**src/rtl/mem_responder_if.sv**
```systemverilog
// rtl/mem_responder_if.sv - core request bus and SRAM port bundle for mem_responder
interface mem_responder_if #(
  parameter int ADDR_WIDTH = 14
);
  logic                  mem_rden;
  logic                  mem_wren;
  logic [31:0]           mem_addr;
  logic [31:0]           mem_wdata;
  logic [2:0]            mem_funct3;
  logic                  done;
  logic [31:0]           rdata;
  logic                  err;
  logic                  sram_ce;
  logic                  sram_we;
  logic [ADDR_WIDTH-1:0] sram_addr;
  logic [31:0]           sram_wdata;
  logic [31:0]           sram_rdata;

  // master = core plus SRAM macro side, slave = the responder
  modport master (
    output mem_rden, mem_wren, mem_addr, mem_wdata, mem_funct3, sram_rdata,
    input  done, rdata, err, sram_ce, sram_we, sram_addr, sram_wdata
  );

  modport slave (
    input  mem_rden, mem_wren, mem_addr, mem_wdata, mem_funct3, sram_rdata,
    output done, rdata, err, sram_ce, sram_we, sram_addr, sram_wdata
  );
endinterface

```
**src/rtl/mem_responder.sv**
```systemverilog
// rtl/mem_responder.sv - byte-addressed load/store responder over a word-wide SRAM without byte enables
module mem_responder #(
  parameter int ADDR_WIDTH   = 14,
  parameter int READ_LATENCY = 1
) (
  input logic            clk,
  input logic            rst_n,
  mem_responder_if.slave bus
);
  typedef enum logic [2:0] {IDLE, RD_WAIT, RMW_WAIT, WR, RESP} state_t;
  localparam logic [2:0] LAT = 3'(READ_LATENCY);

  state_t                state_q, state_d;
  logic [2:0]            cnt_q, cnt_d;
  logic [2:0]            f3_q, f3_d;
  logic [1:0]            off_q, off_d;
  logic [15:0]           st_q, st_d;
  logic                  done_q, done_d;
  logic                  err_q, err_d;
  logic [31:0]           rdata_q, rdata_d;
  logic                  sram_ce_q, sram_ce_d;
  logic                  sram_we_q, sram_we_d;
  logic [ADDR_WIDTH-1:0] sram_addr_q, sram_addr_d;
  logic [31:0]           sram_wdata_q, sram_wdata_d;

  logic                  req_err;
  logic [7:0]            lane_b;
  logic [15:0]           lane_h;
  logic [31:0]           load_ext;
  logic [31:0]           merged;
  logic                  unused_addr_bits;

  // byte addresses wrap: the bits above the SRAM word address are ignored
  assign unused_addr_bits = ^bus.mem_addr[31:ADDR_WIDTH+2];

  always_comb begin
    case (bus.mem_funct3)
      3'd0:    req_err = 1'b0;
      3'd1:    req_err = bus.mem_addr[0];
      3'd2:    req_err = |bus.mem_addr[1:0];
      3'd4:    req_err = bus.mem_wren;
      3'd5:    req_err = bus.mem_wren | bus.mem_addr[0];
      default: req_err = 1'b1;
    endcase
  end

  always_comb begin
    case (off_q)
      2'd0:    lane_b = bus.sram_rdata[7:0];
      2'd1:    lane_b = bus.sram_rdata[15:8];
      2'd2:    lane_b = bus.sram_rdata[23:16];
      default: lane_b = bus.sram_rdata[31:24];
    endcase
    lane_h = off_q[1] ? bus.sram_rdata[31:16] : bus.sram_rdata[15:0];
    case (f3_q)
      3'd0:    load_ext = {{24{lane_b[7]}}, lane_b};
      3'd1:    load_ext = {{16{lane_h[15]}}, lane_h};
      3'd4:    load_ext = {24'h0, lane_b};
      3'd5:    load_ext = {16'h0, lane_h};
      default: load_ext = bus.sram_rdata;
    endcase
  end

  // sub-word store: splice the latched byte/half into the word just read back
  always_comb begin
    merged = bus.sram_rdata;
    if (f3_q[0]) begin
      if (off_q[1]) merged[31:16] = st_q;
      else          merged[15:0]  = st_q;
    end else begin
      case (off_q)
        2'd0:    merged[7:0]   = st_q[7:0];
        2'd1:    merged[15:8]  = st_q[7:0];
        2'd2:    merged[23:16] = st_q[7:0];
        default: merged[31:24] = st_q[7:0];
      endcase
    end
  end

  always_comb begin
    state_d      = state_q;
    cnt_d        = cnt_q;
    f3_d         = f3_q;
    off_d        = off_q;
    st_d         = st_q;
    rdata_d      = rdata_q;
    sram_addr_d  = sram_addr_q;
    sram_wdata_d = sram_wdata_q;
    done_d       = 1'b0;
    err_d        = 1'b0;
    sram_ce_d    = 1'b0;
    sram_we_d    = 1'b0;
    case (state_q)
      IDLE: begin
        if (bus.mem_rden || bus.mem_wren) begin
          f3_d  = bus.mem_funct3;
          off_d = bus.mem_addr[1:0];
          st_d  = bus.mem_wdata[15:0];
          cnt_d = 3'd0;
          if (req_err) begin
            done_d  = 1'b1;
            err_d   = 1'b1;
            state_d = RESP;
          end else begin
            sram_ce_d   = 1'b1;
            sram_addr_d = bus.mem_addr[ADDR_WIDTH+1:2];
            if (bus.mem_wren && bus.mem_funct3 == 3'd2) begin
              sram_we_d    = 1'b1;
              sram_wdata_d = bus.mem_wdata;
              state_d      = WR;
            end else if (bus.mem_wren) begin
              state_d = RMW_WAIT;
            end else begin
              state_d = RD_WAIT;
            end
          end
        end
      end
      RD_WAIT: begin
        if (cnt_q == LAT) begin
          rdata_d = load_ext;
          done_d  = 1'b1;
          state_d = RESP;
        end else begin
          cnt_d = cnt_q + 3'd1;
        end
      end
      RMW_WAIT: begin
        if (cnt_q == LAT) begin
          sram_ce_d    = 1'b1;
          sram_we_d    = 1'b1;
          sram_wdata_d = merged;
          state_d      = WR;
        end else begin
          cnt_d = cnt_q + 3'd1;
        end
      end
      WR: begin
        done_d  = 1'b1;
        state_d = RESP;
      end
      RESP:    state_d = IDLE;
      default: state_d = IDLE;
    endcase
  end

  always_ff @(posedge clk or negedge rst_n) begin
    if (!rst_n) begin
      state_q      <= IDLE;
      cnt_q        <= 3'd0;
      f3_q         <= 3'd0;
      off_q        <= 2'd0;
      st_q         <= 16'h0;
      done_q       <= 1'b0;
      err_q        <= 1'b0;
      rdata_q      <= 32'h0;
      sram_ce_q    <= 1'b0;
      sram_we_q    <= 1'b0;
      sram_addr_q  <= '0;
      sram_wdata_q <= 32'h0;
    end else begin
      state_q      <= state_d;
      cnt_q        <= cnt_d;
      f3_q         <= f3_d;
      off_q        <= off_d;
      st_q         <= st_d;
      done_q       <= done_d;
      err_q        <= err_d;
      rdata_q      <= rdata_d;
      sram_ce_q    <= sram_ce_d;
      sram_we_q    <= sram_we_d;
      sram_addr_q  <= sram_addr_d;
      sram_wdata_q <= sram_wdata_d;
    end
  end

  assign bus.done       = done_q;
  assign bus.err        = err_q;
  assign bus.rdata      = rdata_q;
  assign bus.sram_ce    = sram_ce_q;
  assign bus.sram_we    = sram_we_q;
  assign bus.sram_addr  = sram_addr_q;
  assign bus.sram_wdata = sram_wdata_q;
endmodule

```
**src/flat_wrapper.sv**
```systemverilog
// flat-port wrapper written by rule: the top's interface ports become plain ports
module mem_responder_flat 
#(
  parameter int ADDR_WIDTH   = 14,
  parameter int READ_LATENCY = 1
)
  (clk, rst_n, bus_mem_rden, bus_mem_wren, bus_mem_addr, bus_mem_wdata, bus_mem_funct3, bus_sram_rdata, bus_done, bus_rdata, bus_err, bus_sram_ce, bus_sram_we, bus_sram_addr, bus_sram_wdata);
  mem_responder_if #(.ADDR_WIDTH(ADDR_WIDTH)) bus_i ();
  input logic clk;
  input logic rst_n;
  input wire logic [$bits(bus_i.mem_rden)-1:0] bus_mem_rden;
  input wire logic [$bits(bus_i.mem_wren)-1:0] bus_mem_wren;
  input wire logic [$bits(bus_i.mem_addr)-1:0] bus_mem_addr;
  input wire logic [$bits(bus_i.mem_wdata)-1:0] bus_mem_wdata;
  input wire logic [$bits(bus_i.mem_funct3)-1:0] bus_mem_funct3;
  input wire logic [$bits(bus_i.sram_rdata)-1:0] bus_sram_rdata;
  output wire logic [$bits(bus_i.done)-1:0] bus_done;
  output wire logic [$bits(bus_i.rdata)-1:0] bus_rdata;
  output wire logic [$bits(bus_i.err)-1:0] bus_err;
  output wire logic [$bits(bus_i.sram_ce)-1:0] bus_sram_ce;
  output wire logic [$bits(bus_i.sram_we)-1:0] bus_sram_we;
  output wire logic [$bits(bus_i.sram_addr)-1:0] bus_sram_addr;
  output wire logic [$bits(bus_i.sram_wdata)-1:0] bus_sram_wdata;
  assign bus_i.mem_rden = bus_mem_rden;
  assign bus_i.mem_wren = bus_mem_wren;
  assign bus_i.mem_addr = bus_mem_addr;
  assign bus_i.mem_wdata = bus_mem_wdata;
  assign bus_i.mem_funct3 = bus_mem_funct3;
  assign bus_i.sram_rdata = bus_sram_rdata;
  assign bus_done = bus_i.done;
  assign bus_rdata = bus_i.rdata;
  assign bus_err = bus_i.err;
  assign bus_sram_ce = bus_i.sram_ce;
  assign bus_sram_we = bus_i.sram_we;
  assign bus_sram_addr = bus_i.sram_addr;
  assign bus_sram_wdata = bus_i.sram_wdata;
  mem_responder #(.ADDR_WIDTH(ADDR_WIDTH), .READ_LATENCY(READ_LATENCY)) u_core (.clk(clk), .rst_n(rst_n), .bus(bus_i));
endmodule
```
**config.mk**
```make
export PLATFORM = sky130hd
export DESIGN_NAME = mem_responder_flat
export DESIGN_NICKNAME = d
export VERILOG_FILES = /design/src/rtl/mem_responder_if.sv /design/src/rtl/mem_responder.sv /design/src/flat_wrapper.sv
export SDC_FILE = /design/constraint.sdc
export NUM_CORES = 1
export LEC_CHECK = 0
export BUFFER_PORTS_ARGS = -buffer_cell sky130_fd_sc_hd__buf_2
export CAP_MARGIN = 20
export CORE_ASPECT_RATIO = 0.5
export CORE_MARGIN = 1
export CORE_UTILIZATION = 42
export DETAILED_ROUTE_END_ITERATION = 6
export MAX_ROUTING_LAYER = met4
export PLACE_DENSITY = 0.68
export SETUP_SLACK_MARGIN = 0.3
export SYNTH_ARGS = -nofsm -noshare
export SYNTH_HDL_FRONTEND = slang
export SYNTH_SLANG_ARGS = --single-unit
export TNS_END_PERCENT = 50
```
**constraint.sdc**
```tcl
create_clock -name clk -period 5.26 [get_ports clk]
set_input_delay 1.315 -clock clk [delete_from_list [all_inputs] [get_ports clk]]
set_output_delay 1.315 -clock clk [all_outputs]
set_load 0.005 [all_outputs]
```
Yosys cells after proc, flatten, opt, wreduce, memory -nomap -nowiden --
Index checks and enable logic that the tools add are counted.
Storage, ports and cells: flip-flop bits (word level) 109, bits in latches 0, bits in writable memories 0, bits in read-only memories 0, bits of input ports 103, output and inout bits 82, word-level logic and storage cells 89, memories 0
Operators by class: add/sub/neg operators 1, $mul 0, divide/modulo/power cells 0, $lt $le $gt $ge 0, eq/ne operators 19, shifts and indexed selects 0, multiplexer cells 38, bitwise logic cells 2, reductions and logical operators 17
Operator list (count):
- 32-bit 2-to-1 mux | 5
- 32-bit case mux with 4 select lines | 1
- 32-bit case mux with 2 select lines | 1
- 16-bit 2-to-1 mux | 3
- 8-bit 2-to-1 mux | 4
- 8-bit case mux with 3 select lines | 1
- 3-bit 2-to-1 mux | 7
- 3-bit by 1-bit == test with 1-bit output (second input constant) | 4
- 3-bit == test (second input constant) | 4
- 3-bit case mux with 4 select lines | 1
- 3-bit by 2-bit == test with 1-bit output (second input constant) | 3
- 3-bit logical NOT | 3
- 1-bit 2-to-1 mux | 9
- 3-bit AND reduction | 3
- 2-bit by 1-bit != test with 1-bit output (second input constant) | 4
- 3-bit case mux with 2 select lines | 1
- 1-bit case mux with 5 select lines | 1
- 5-bit AND reduction | 1
- 2-bit != test (second input constant) | 2
- 1-bit case mux with 2 select lines | 2
- 2-bit AND reduction | 2
- 2-bit nonzero test | 2
- 2-bit OR reduction | 2
- 3-bit by 1-bit adder with 3-bit output (second input constant) | 1
- other kinds (10) | 10

Logic depth before layout (Yosys ltp) --
Gate-level depths: netlist of the first run.
depth in word-level cells 6, gate-level depth with buffers 8

Worst setup path after synthesis of the first run --
Ideal clock, no wire load.
path type input -> register, start point input port bus_mem_funct3[2], end point register u_core.sram_wdata_q[12] (netlist: u_core.bus.sram_wdata[12]), setup time 0.127 ns, data arrival time 2.906 ns, path slack 2.226 ns, stages on the path 6, path buffers 2, path through or4_4 -> or3_1 -> a21o_1 -> buf_6 -> buf_8 -> mux2_1
On the way: longest elaborated chain between the ends 4
RTL lines:
- from (decl) | RTL line flat_wrapper.sv:15 | input wire logic [$bits(bus_i.mem_funct3)-1:0] bus_mem_funct3;
- 3-bit == test (tied with other cells) | RTL line mem_responder.sv:37 | case (bus.mem_funct3)
- 1-bit case mux with 5 select lines / 1-bit logical AND (equally long branches) | RTL line mem_responder.sv:37, mem_responder.sv:107
- 2-bit != test (no source line) / 2-bit by 1-bit != test with 1-bit output (equally long branches)
- 5-bit AND reduction (no source line) (*)
- to (signal assigned) | RTL line mem_responder.sv:173 | sram_wdata_q <= sram_wdata_d;
- to (decl) | RTL line mem_responder.sv:24 | logic [31:0] sram_wdata_q, sram_wdata_d;
Every way passes the cells marked *; elsewhere a longest branch is shown, timed or not. A chain may end at the register's enable or synchronous reset.

Worst setup path after layout of the first run --
Same ends and word-level chain as after synthesis.

==> summary.md, run 1 <==
| Metric | Value |
|---|---|
| Yosys reg bits | `109` |
| CP Class | `primary input to flop` |
| Routability congestion estimate | `0.901` |
| # setup viols final | `0` |
| H-tree Lvls | `3` |
| Sink Count | `109` |
| HP Class | `flop to flop` |
| Remaining DRCs | `14` |
| Synth Instances | `555` |
| Grt total ovfl | `0` |
| Fill cells | `1,186` |
| Post-DR wirelength/cell | `18.8 um` |
| Post-synthesis async set-or-reset flop share | `100%` |
| CTS tree | `built` |
| Rows | `29` |
| Initial antenna violation count | `3` |
| DIE WIDTH | `166 um` |
| Worst-Margin Slew | `~1 ns` |
| Post-CTS Resized | `0` |
| Internal power | `2.53 mW` |
| Core box area | `12,900 um^2` |
| Min cycle time layout | `2.92 ns` |
| Fin cells | `between 800 and 900` |
| Post-Route WL | `16,500 um` |
| Peak VDD IR | `0.000205 V` |
| Port buffer count | `168` |
| Layout cells sized above 1 | `38.7%` |
| Routed vias | `4,946` |
| LEAKAGE | `about 3.2 nW` |
| Final TNS setup | `0 ns` |
| Io pins | `185` |
| Clock root cell | `clkbuf_16` |
| Combinational power share | `between 40% and 50%` |
| Routed Antenna Nets | `0` |
| Primary FF master, synth | `dfrtp_1` |
| Largest net degree at the start of global routing | `70` |
| First-pass GRT wire length | `roughly 26,000 um` |
| Yosys cell types | `44` |
| Syn. warnings | `0` |
| Initial DRC Count | `393` |
| RR Startpoint | `u_core.state_q[1]` |
| Clock Power Share | `18.3%` |
| Slew Viols, Final | `0` |
| Net Sw Power | `1.61 mW` |
| Syn Std Cell Area | `about 5600 um^2` |
| Hold_buf cts | `0` |
| Seq pwr share | `a little under two fifths` |
| Area Growth Syn to Fin | `22.7%` |
| Hold_ws | `0.475 ns` |
| Max_cap viols | `0` |
| Switching power share of the total | `between 30 and 40%` |
| Worst endpoint required time | `5.50 ns` |
| Top cell type's share of synthesized area | `48.5%` |
| Run status | `finished with violations` |
| Post-Syn Nets | `660` |
| RSZ-0062 raised after global routing | `false` |
| DP Wirelength | `~12,000 um` |
| Clock transition at the registers of the reported paths | `0.07 ns` |
| Post-CTS setup repair buffer count | `0` |
| Layout Nets | `805` |
| Final hold vios | `0` |
| Clk Latency, worst-skew pair | `0.35 ns` |
| Number of CTS-inserted buffers | `9` |
| Pwr dens | `600 nW/um^2` |
| Clock skew | `0.00849 ns` |
| Max frequency | `342 MHz` |
| Worst hold start | `u_core.bus.rdata[7]` |
| GRT Util Overall | `25.0%` |
| Clock tree buffer depth | `2` |
| CP startpoint | `bus_mem_funct3[2]` |
| Failing checks | `design-rule violations` |
| Arrival time at the worst endpoint | `between 3 and 4 ns` |
| Tcrit/Tclk final | `55.5%` |
| Die Y | `83.9 um` |
| Area leader, netlist | `dfrtp_1` |
| Area contributors post-synth | `dfrtp_1, mux2_2, o21ai_0` |
| Sequential element share of the synthesized area | `48.5%` |
| Number of placed cells counting well taps | `859` |
| DR pass1 iterations | `7` |
| CP Capture Type | `flop` |
| Number of global-route vias before repair | `4,662` |
| PnR Total Power | `4.14 mW` |
| Drt via density | `5.63` |
| Worst slew margin | `33.4%` |
| CP Max Fanout | `33` |
| Die footprint | `13,900 um^2` |
| Avg Cell Area, Syn | `between 10 and 15 um^2` |
| Starting Density | `a little over two fifths` |
| Post-synth EDFFs | `0` |
| Kind of start point of the critical path | `primary input` |
kinds of logic (layout without fill, tap and decap cells):
logic type                 count (synthesis)  after routing  share of synthesized area (%)
and+or+nand+nor                          158            158                           13.5
AOI/OAI and AO/OA                        141            141                           15.8
DFF                                      109            109                           48.5
muxes                                     84             84                           16.8
buffers and inverters                     59            209                           4.71
adders and majority gates                  2              2                          0.445
xor gates and xnor gates                   2              2                          0.311
other                                      0              3                              0
final cells by class:
class	instances	area, um^2	area share [%]
timing repair buffer	178	918	13.3
tap	170	213	3.08
sequential	109	2730	39.5
inverter	15	56.3	0.816
clock inverter	7	105	1.52
clock buffer	9	225	3.26
multi-input combinational	387	2650	38.4
antenna	3	7.51	0.109
layout by cell type (no fill, tap or decap), drive strengths merged, types with 7 or more instances in the layout:
cell and instances:
nand2 37, dfrtp 109, o311ai 8, a31oi 16, a211oi 23, buf 178
nand3 17, nand3b 7, nor2 45, a21oi 26, inv 18, mux2 72
o21ai 46, nand2b 12, o211ai 7, nor3 20, clkbuf 9, or3 11
mux2i 11
synthesized netlist by cell type, types with 3 or more instances:
cell,count
dfrtp_1,109
mux2_2,70
o21ai_0,46
nor2_1,45
nand2_1,37
clkbuf_1,33
a21oi_1,26
a211oi_1,23
nor3_1,19
nand3_1,17
a31oi_1,16
inv_1,15
nand2b_1,12
mux2i_1,11
or3_1,11
o311ai_0,8
nand3b_1,7
o211ai_1,7
buf_1,5
buf_8,3
nor2b_1,3
worst max-delay path: stages:
cell and delay (ns):
buf_2 0.12, or4_4 0.53, or3_1 0.36, a21o_1 0.18, buf_4 0.26, mux2_1 0.36
power groups by stage:
stage	Sequential (mW)	Combinational (mW)	Clock [mW]
after CTS	1.53	1.84	0.771
after detailed placement	1.54	1.83	0
after global routing	1.58	2.02	0.796
after floorplan	1.50	1.17	0
final	1.53	1.85	0.759
after global placement	1.53	1.80	0
registers in the layout (all words and copies together) (netlist names):
register,cells
u_core.bus.done,1
u_core.bus.err,1
u_core.bus.rdata,32
u_core.bus.sram_addr,14
u_core.bus.sram_ce,1
u_core.bus.sram_wdata,32
u_core.bus.sram_we,1
u_core.cnt_q,3
u_core.f3_q,3
u_core.off_q,2
u_core.st_q,16
u_core.state_q,3
through the flow:
stage | utilization [%] | cell area (um^2) | worst slack, ns
finish | 53.6 | 6900 | 2.34
global route | 53.6 | 6900 | 2.29
CTS | 53.5 | 6900 | 2.34
detailed placement | 51.0 | 6570 | 1.97
global placement | 51.0 | 6570 | 1.99
floorplan | - | 5630 | 2.23
final timing paths:
path / end / cells past startpoint / slack, ns
max: u_core.bus.sram_wdata[12] / 6 / 2.34
min: u_core.bus.rdata[7] / 2 / 0.48
max reg2reg: u_core.bus.sram_wdata[8] / 4 / 2.59
min reg2reg: u_core.bus.rdata[7] / 2 / 0.48
max in group asynchronous: u_core.bus.rdata[12] / 2 / 3.12
min in group asynchronous: u_core.bus.sram_addr[10] / 1 / 1.06
layer usage:
metal  GRT usage [%]  vias up  part of all wire [%]
met1            33.9     2419                    45
met2            37.4      206                    45
met5               -        -                     0
li1                -     2303                     -
met4            5.01        0                   1.1
met3            7.30       18                   8.4
No activity file was read; power rests on OpenSTA's default activity.
==> run 2: changes to the inputs <==
--- a/config.mk
+++ b/config.mk
@@ -12,7 +12,7 @@
 export CORE_UTILIZATION = 42
 export DETAILED_ROUTE_END_ITERATION = 6
 export MAX_ROUTING_LAYER = met4
-export PLACE_DENSITY = 0.68
+export PLACE_DENSITY = 0.71
 export SETUP_SLACK_MARGIN = 0.3
 export SYNTH_ARGS = -nofsm -noshare
 export SYNTH_HDL_FRONTEND = slang
==> constraint.sdc (replaced) <==
create_clock -name clk -period 2.4 [get_ports clk]
set_input_delay 0.6 -clock clk [delete_from_list [all_inputs] [get_ports clk]]
set_output_delay 0.6 -clock clk [all_outputs]
set_load 0.005 [all_outputs]
==> run 2 against run 1 <==
  * Clock-buffer cell count grew 1
  * Clock skew grew 0.0037 ns
  * Sequential power grew 120%
  * First-iteration DRC count grew 1.3%
  * Via count grew 1.5%
  * Non-clock buffer count grew 18
  * Global-route usage grew 0.36 points
  * Combinational power grew 120%
  * Power grew 120%
  * Critical endpoint unchanged
  * Register-to-register slack lost 2.2 ns
  * The run still ends with design-rule violations left
  * Critical path depth is the same
  * Clock power grew 100%
==> summary.md, run 2 (synthesized netlist as in run 1, its figures left out) <==
| Metric | Value |
|---|---|
| Layout Nets | `823 (+2.2%)` |
| Clk Latency, worst-skew pair | `0.36 ns (about the same)` |
| Worst-Margin Slew | `0.605 ns (-0.391 ns)` |
| Final hold vios | `0 (unchanged)` |
| Max_cap viols | `0 (unchanged)` |
| Initial DRC Count | `398 (+1.3%)` |
| Slew Viols, Final | `0 (unchanged)` |
| Drt via density | `5.60 (-0.58%)` |
| Peak VDD IR | `0.000446 V (+120%)` |
| Post-Route WL | `16,700 um (+1.0%)` |
| Routed Antenna Nets | `0 (unchanged)` |
| HP Class | `primary input to async pin` |
| Clock transition at the registers of the reported paths | `0.07 ns (about the same)` |
| RSZ-0062 raised after global routing | `true` |
| # setup viols final | `0 (unchanged)` |
| Layout cells sized above 1 | `40.5% (+1.8 points)` |
| Area Growth Syn to Fin | `25.0%` |
| Worst endpoint required time | `2.64 ns (-2.86 ns)` |
| H-tree Lvls | `3 (unchanged)` |
| Grt total ovfl | `0 (unchanged)` |
| Clock skew | `0.0122 ns (+0.00373 ns)` |
| DIE WIDTH | `166 um (unchanged)` |
| Clock root cell | `clkbuf_16` |
| Worst slew margin | `59.6% (+26 points)` |
| Commonest cells after routing, fill and taps aside | `buf_2, dfrtp_1, mux2_2` |
| Failing checks | `design-rule violations` |
| Die Y | `83.9 um (unchanged)` |
| Initial antenna violation count | `3 (unchanged)` |
| Sink Count | `109 (unchanged)` |
| Min cycle time layout | `roughly 2.0 ns` |
| Remaining DRCs | `18 (+4)` |
| CTS tree | `built` |
| CP Capture Type | `flop` |
| GRT Util Overall | `25.4% (+0.36 points)` |
| Number of global-route vias before repair | `5,003 (+7.3%)` |
| Most common cell after layout, fill and taps aside | `buf_2` |
| Run status | `finished with violations` |
| Rows | `29 (unchanged)` |
| CP Class | `primary input to flop` |
| Routed vias | `5,018 (+1.5%)` |
| Arrival time at the worst endpoint | `2.25 ns (-0.91 ns)` |
| Final TNS setup | `0 ns (unchanged)` |
| Max frequency | `499 MHz` |
| Port buffer count | `168 (unchanged)` |
| Starting Density | `43.7% (unchanged)` |
| Tcrit/Tclk final | `83.6%` |
| First-pass GRT wire length | `26,500 um (+1.6%)` |
| DR pass1 iterations | `7 (unchanged)` |
| Post-CTS setup repair buffer count | `0 (unchanged)` |
| CP Max Fanout | `33 (unchanged)` |
| Largest net degree at the start of global routing | `46 (-34%)` |
| DP Wirelength | `12,600 um (+5.6%)` |
| Number of CTS-inserted buffers | `9 (unchanged)` |
| Io pins | `185 (unchanged)` |
| Die footprint | `13,900 um^2 (unchanged)` |
| Clock tree buffer depth | `2 (unchanged)` |
| Kind of start point of the critical path | `primary input` |
| Post-DR wirelength/cell | `18.6 um (-1.0%)` |
| Routability congestion estimate | `0.897 (-0.42%)` |
| Worst-case reg-to-reg path depth | `4 (unchanged)` |
| Pwr dens | `1290 nW/um^2 (+110%)` |
| PnR Total Power | `9.06 mW (+120%)` |
| Core box area | `12,900 um^2 (unchanged)` |
| LEAKAGE | `3.30 nW (+3.0%)` |
==> run 2: path summary, 6_finish.rpt <==
| path | from | end | slack [ns] |
|---|---|---|---|
| max | bus_mem_funct3[2] | u_core.bus.sram_wdata[12] | 0.39 |
| min | rst_n | u_core.bus.done | 0.24 |
| max reg2reg | u_core.f3_q[1] | u_core.bus.rdata[7] | 0.41 |
| min reg2reg | u_core.bus.rdata[7] | u_core.bus.rdata[7] | 0.49 |
| max in group asynchronous | rst_n | u_core.bus.rdata[9] | 1.49 |
| min in group clk | bus_mem_addr[2] | u_core.bus.sram_addr[0] | 0.47 |
==> run 2: metal layers <==
layer / global-route usage, % / vias up / part of all wire, %
met2: 38.9 / 213 / 46
met3: 6.35 / 36 / 8.3
met5: - / - / 0
met4: 8.07 / 0 / 2.4
met1: 33.2 / 2437 / 43
li1: - / 2332 / -
==> run 2: per-stage QoR <==
step | util (%) | hold slack (ns) | instances | area [um^2] | worst slack (ns)
6_report | 54.6 | 0.243 | 896 | 7040 | 0.394
5_1_grt | 54.6 | 0.277 | 896 | 7040 | 0.268
4_1_cts | 54.5 | 0.271 | 893 | 7020 | 0.361
3_5_place_dp | 52.2 | 0.475 | 877 | 6720 | 0.0290
3_3_place_gp | 52.2 | 0.462 | 877 | 6720 | 0.0407
2_1_floorplan | - | 0.304 | 555 | 5640 | 0.152
==> run 2: critical path, stage by stage <==
cell	delay (ns)
buf_2	0.10
or4_4	0.53
or3_1	0.32
a21o_1	0.19
buf_12	0.17
mux2_4	0.31
==> run 2: where the power goes <==
| group | internal [mW] | leakage (nW) | switching [mW] | total, mW |
|---|---|---|---|---|
| Combinational | 1.98 | 1.85 | 2.15 | 4.14 |
| Clock | 0.820 | 0.147 | 0.709 | 1.53 |
| Sequential | 2.75 | 1.31 | 0.647 | 3.39 |
==> run 2: repair_timing <==
action / CTS / global route
endpoints found under the setup margin: 8 / 20
cloned: 0 / 0
gates resized for setup: 2 / 1
endpoints found under the hold margin: 0 / 0
hold buffers: 0 / 0
==> run 2: layout make-up <==
class / instances / area, um^2
Fill cell: 1189 / 5850
Sequential cell: 109 / 2730
Multi-Input combinational cell: 387 / 2670
Timing Repair Buffer: 196 / 1070
Clock buffer: 10 / 229
Tap cell: 170 / 213
Clock inverter: 6 / 70.1
Inverter: 15 / 56.3
Antenna cell: 3 / 7.51
==> run 3: changes to the inputs <==
--- a/config.mk
+++ b/config.mk
@@ -12,7 +12,7 @@
 export CORE_UTILIZATION = 42
 export DETAILED_ROUTE_END_ITERATION = 6
 export MAX_ROUTING_LAYER = met4
-export PLACE_DENSITY = 0.71
+export PLACE_DENSITY = 0.68
 export SETUP_SLACK_MARGIN = 0.3
 export SYNTH_ARGS = -nofsm -noshare
 export SYNTH_HDL_FRONTEND = slang
==> constraint.sdc (replaced) <==
create_clock -name clk -period 1.9 [get_ports clk]
set_input_delay 0.475 -clock clk [delete_from_list [all_inputs] [get_ports clk]]
set_output_delay 0.475 -clock clk [all_outputs]
set_load 0.005 [all_outputs]
==> run 3 against run 2 <==
  * The flow still finishes with violations (design-rule violations)
  * Hold slack got worse by 0.12 ns
  * First-iteration DRC count increased by 30%
  * Via count is 7.4% higher
  * Die area unchanged
  * Power is 52% higher
  * Clock skew shrank 0.0036 ns
  * Sequential cell count unchanged
  * Global-route usage increased by 1.4 points
  * Critical path depth did not move
  * Design area is 19% higher
  * Critical path type unchanged
  * Critical endpoint is now u_core.bus.sram_wdata[15]
  * Largest power group unchanged
==> summary.md, run 3 (synthesized netlist as in run 1, its figures left out) <==
| Metric | Value |
|---|---|
| Combinational power share | `55.0% (+9.3 points)` |
| H-tree Lvls | `3 (unchanged)` |
| GRT Util Overall | `26.8% (+1.4 points)` |
| RR Startpoint | `u_core.state_q[0]` |
| Post-DR wirelength/cell | `20.5 um (+10%)` |
| Core box area | `12,900 um^2 (unchanged)` |
| Worst-case reg-to-reg path depth | `5 (+1)` |
| First-pass GRT wire length | `27,900 um (+5.4%)` |
| Clock transition at the registers of the reported paths | `0.07 ns (about the same)` |
| Met1 WL | `8380 um (+16%)` |
| Worst-Margin Slew | `0.544 ns (-0.0612 ns)` |
| Largest net degree at the start of global routing | `69 (+50%)` |
| Initial antenna violation count | `1 (-2)` |
| LEAKAGE | `3.97 nW (+20%)` |
| Failing checks | `design-rule violations` |
| Commonest cells after routing, fill and taps aside | `buf_2, dfrtp_1, nor2_1, buf_4, mux2_4` |
| Initial DRC Count | `516 (+30%)` |
| Internal power | `8.35 mW (+50%)` |
| Setup slack, reg-to-reg | `0.09 ns (-0.32 ns)` |
| Io pins | `185 (unchanged)` |
| Clock Power Share | `12.7% (-4.2 points)` |
| Starting Density | `43.7% (unchanged)` |
| Worst slew margin | `63.4% (+3.8 points)` |
| CP Capture Type | `flop` |
| Slew Viols, Final | `0 (unchanged)` |
| Min cycle time layout | `between 1.5 and 2 ns` |
| Max frequency | `533 MHz` |
| Grt total ovfl | `0 (unchanged)` |
| WL met2 | `9000 um (+17%)` |
| Layout cells sized above 1 | `53.6% (+13 points)` |
| Hold_buf cts | `0 (unchanged)` |
| Arrival time at the worst endpoint | `2.11 ns (-0.14 ns)` |
| Area Growth Syn to Fin | `48.7%` |
| Drt via density | `5.73 (+2.3%)` |
| Sink Count | `109 (unchanged)` |
| Tcrit/Tclk final | `98.7%` |
| Max_cap viols | `0 (unchanged)` |
| Routed vias | `5,387 (+7.4%)` |
| Switching power share of the total | `39.2% (+0.50 points)` |
| Run status | `finished with violations` |
| Hold_ws | `0.126 ns (-0.116 ns)` |
| Peak VDD IR | `0.000694 V (+56%)` |
| CTS tree | `built` |
| Routed Antenna Nets | `0 (unchanged)` |
| DIE WIDTH | `166 um (unchanged)` |
| Layout Nets | `871 (+5.8%)` |
| Met3 Routed Length | `1620 um (+16%)` |
| Number of CTS-inserted buffers | `9 (unchanged)` |
| HP Class | `primary input to async pin` |
| Fin util | `65.0% (+10 points)` |
| Pwr dens | `1640 nW/um^2 (+27%)` |
| Final TNS setup | `0 ns (unchanged)` |
| Fin cells | `940 (+4.9%)` |
| CP Max Fanout | `33 (unchanged)` |
| Net Sw Power | `5.39 mW (+54%)` |
| Kind of start point of the critical path | `primary input` |
| Reg2reg end | `u_core.bus.sram_wdata[14]` |
| Most common cell after layout, fill and taps aside | `buf_2` |
| RSZ-0062 raised after global routing | `true` |
| DP Wirelength | `12,700 um (+0.17%)` |
| Final hold vios | `0 (unchanged)` |
| Seq pwr share | `32.4% (-5.0 points)` |
| Clock tree buffer depth | `2 (unchanged)` |
| Clock root cell | `clkbuf_16` |
| Clock skew | `0.00863 ns (-0.00359 ns)` |
| Number of placed cells counting well taps | `887 (+1.1%)` |
| Clk Latency, worst-skew pair | `0.35 ns (about the same)` |
| Routability congestion estimate | `0.913 (+1.8%)` |
| Post-Route WL | `19,300 um (+16%)` |
| Top Metal Used | `met4` |
| PnR Total Power | `13.7 mW (+52%)` |
| Worst endpoint required time | `2.13 ns (-0.51 ns)` |
| Design area | `8370 um^2 (+19%)` |
| Placed Area | `6920 um^2 (+3.0%)` |
| Die Y | `83.9 um (unchanged)` |
| Port buffer count | `168 (unchanged)` |
| Number of global-route vias before repair | `5,180 (+3.5%)` |
| # setup viols final | `0 (unchanged)` |
| Die footprint | `13,900 um^2 (unchanged)` |
| Worst slack, placed | `-0.345 ns (-0.374 ns)` |
| DR pass1 iterations | `7 (unchanged)` |
| Setup ws final | `0.0239 ns (-0.370 ns)` |
| Remaining DRCs | `14 (-4)` |
| CP Class | `primary input to flop` |
| Rows | `29 (unchanged)` |
## run 3: how the worst max path moves through the flow
stage               slack, ns  cells past startpoint                         to         startpoint
floorplan               -0.22                      6  u_core.bus.sram_wdata[12]  bus_mem_funct3[2]
detailed placement      -0.34                      6  u_core.bus.sram_wdata[15]  bus_mem_funct3[2]
finish                   0.02                      6  u_core.bus.sram_wdata[15]  bus_mem_funct3[2]
global placement        -0.33                      6  u_core.bus.sram_wdata[15]  bus_mem_funct3[2]
global route            0.006                      6  u_core.bus.sram_wdata[15]  bus_mem_funct3[2]
CTS                      0.02                      6  u_core.bus.sram_wdata[15]  bus_mem_funct3[2]
## run 3: final cells by class
cell class	count	area [um^2]
Clock buffer	10	229
Sequential cell	109	2730
Clock inverter	4	27.5
Antenna cell	1	2.50
Inverter	15	60.1
Timing Repair Buffer	243	1780
Tap cell	170	213
Multi-Input combinational cell	388	3320
Fill cell	1023	4510
## run 3: power by group through the flow
stage | clock [mW] | sequential, mW | combinational [mW]
after floorplan | 0 | 4.15 | 3.41
after global placement | 0 | 4.23 | 5.51
after detailed placement | 0 | 4.27 | 5.65
after CTS | 1.76 | 4.25 | 6.15
after global routing | 1.85 | 4.57 | 8.08
final | 1.74 | 4.45 | 7.55
## run 3: critical path, cell delays in order
cell and delay (ns):
buf_6 0.09, or4_4 0.53, or3_1 0.31, a21o_1 0.19, buf_12 0.17, mux2_4 0.31
## run 3: repair_timing
action	CTS	global route
cloned	5	6
buffers inserted	9	18
endpoints found under the setup margin	98	104
pin swaps	2	44
hold endpoints to repair	0	0
gates resized for setup	29	152
## run 3: per-layer routing
metal / vias to the layer above / global-route usage (%)
met5: - / -
met3: 37 / 6.78
li1: 2430 / -
met2: 249 / 40.8
met4: 0 / 7.48
met1: 2671 / 35.6
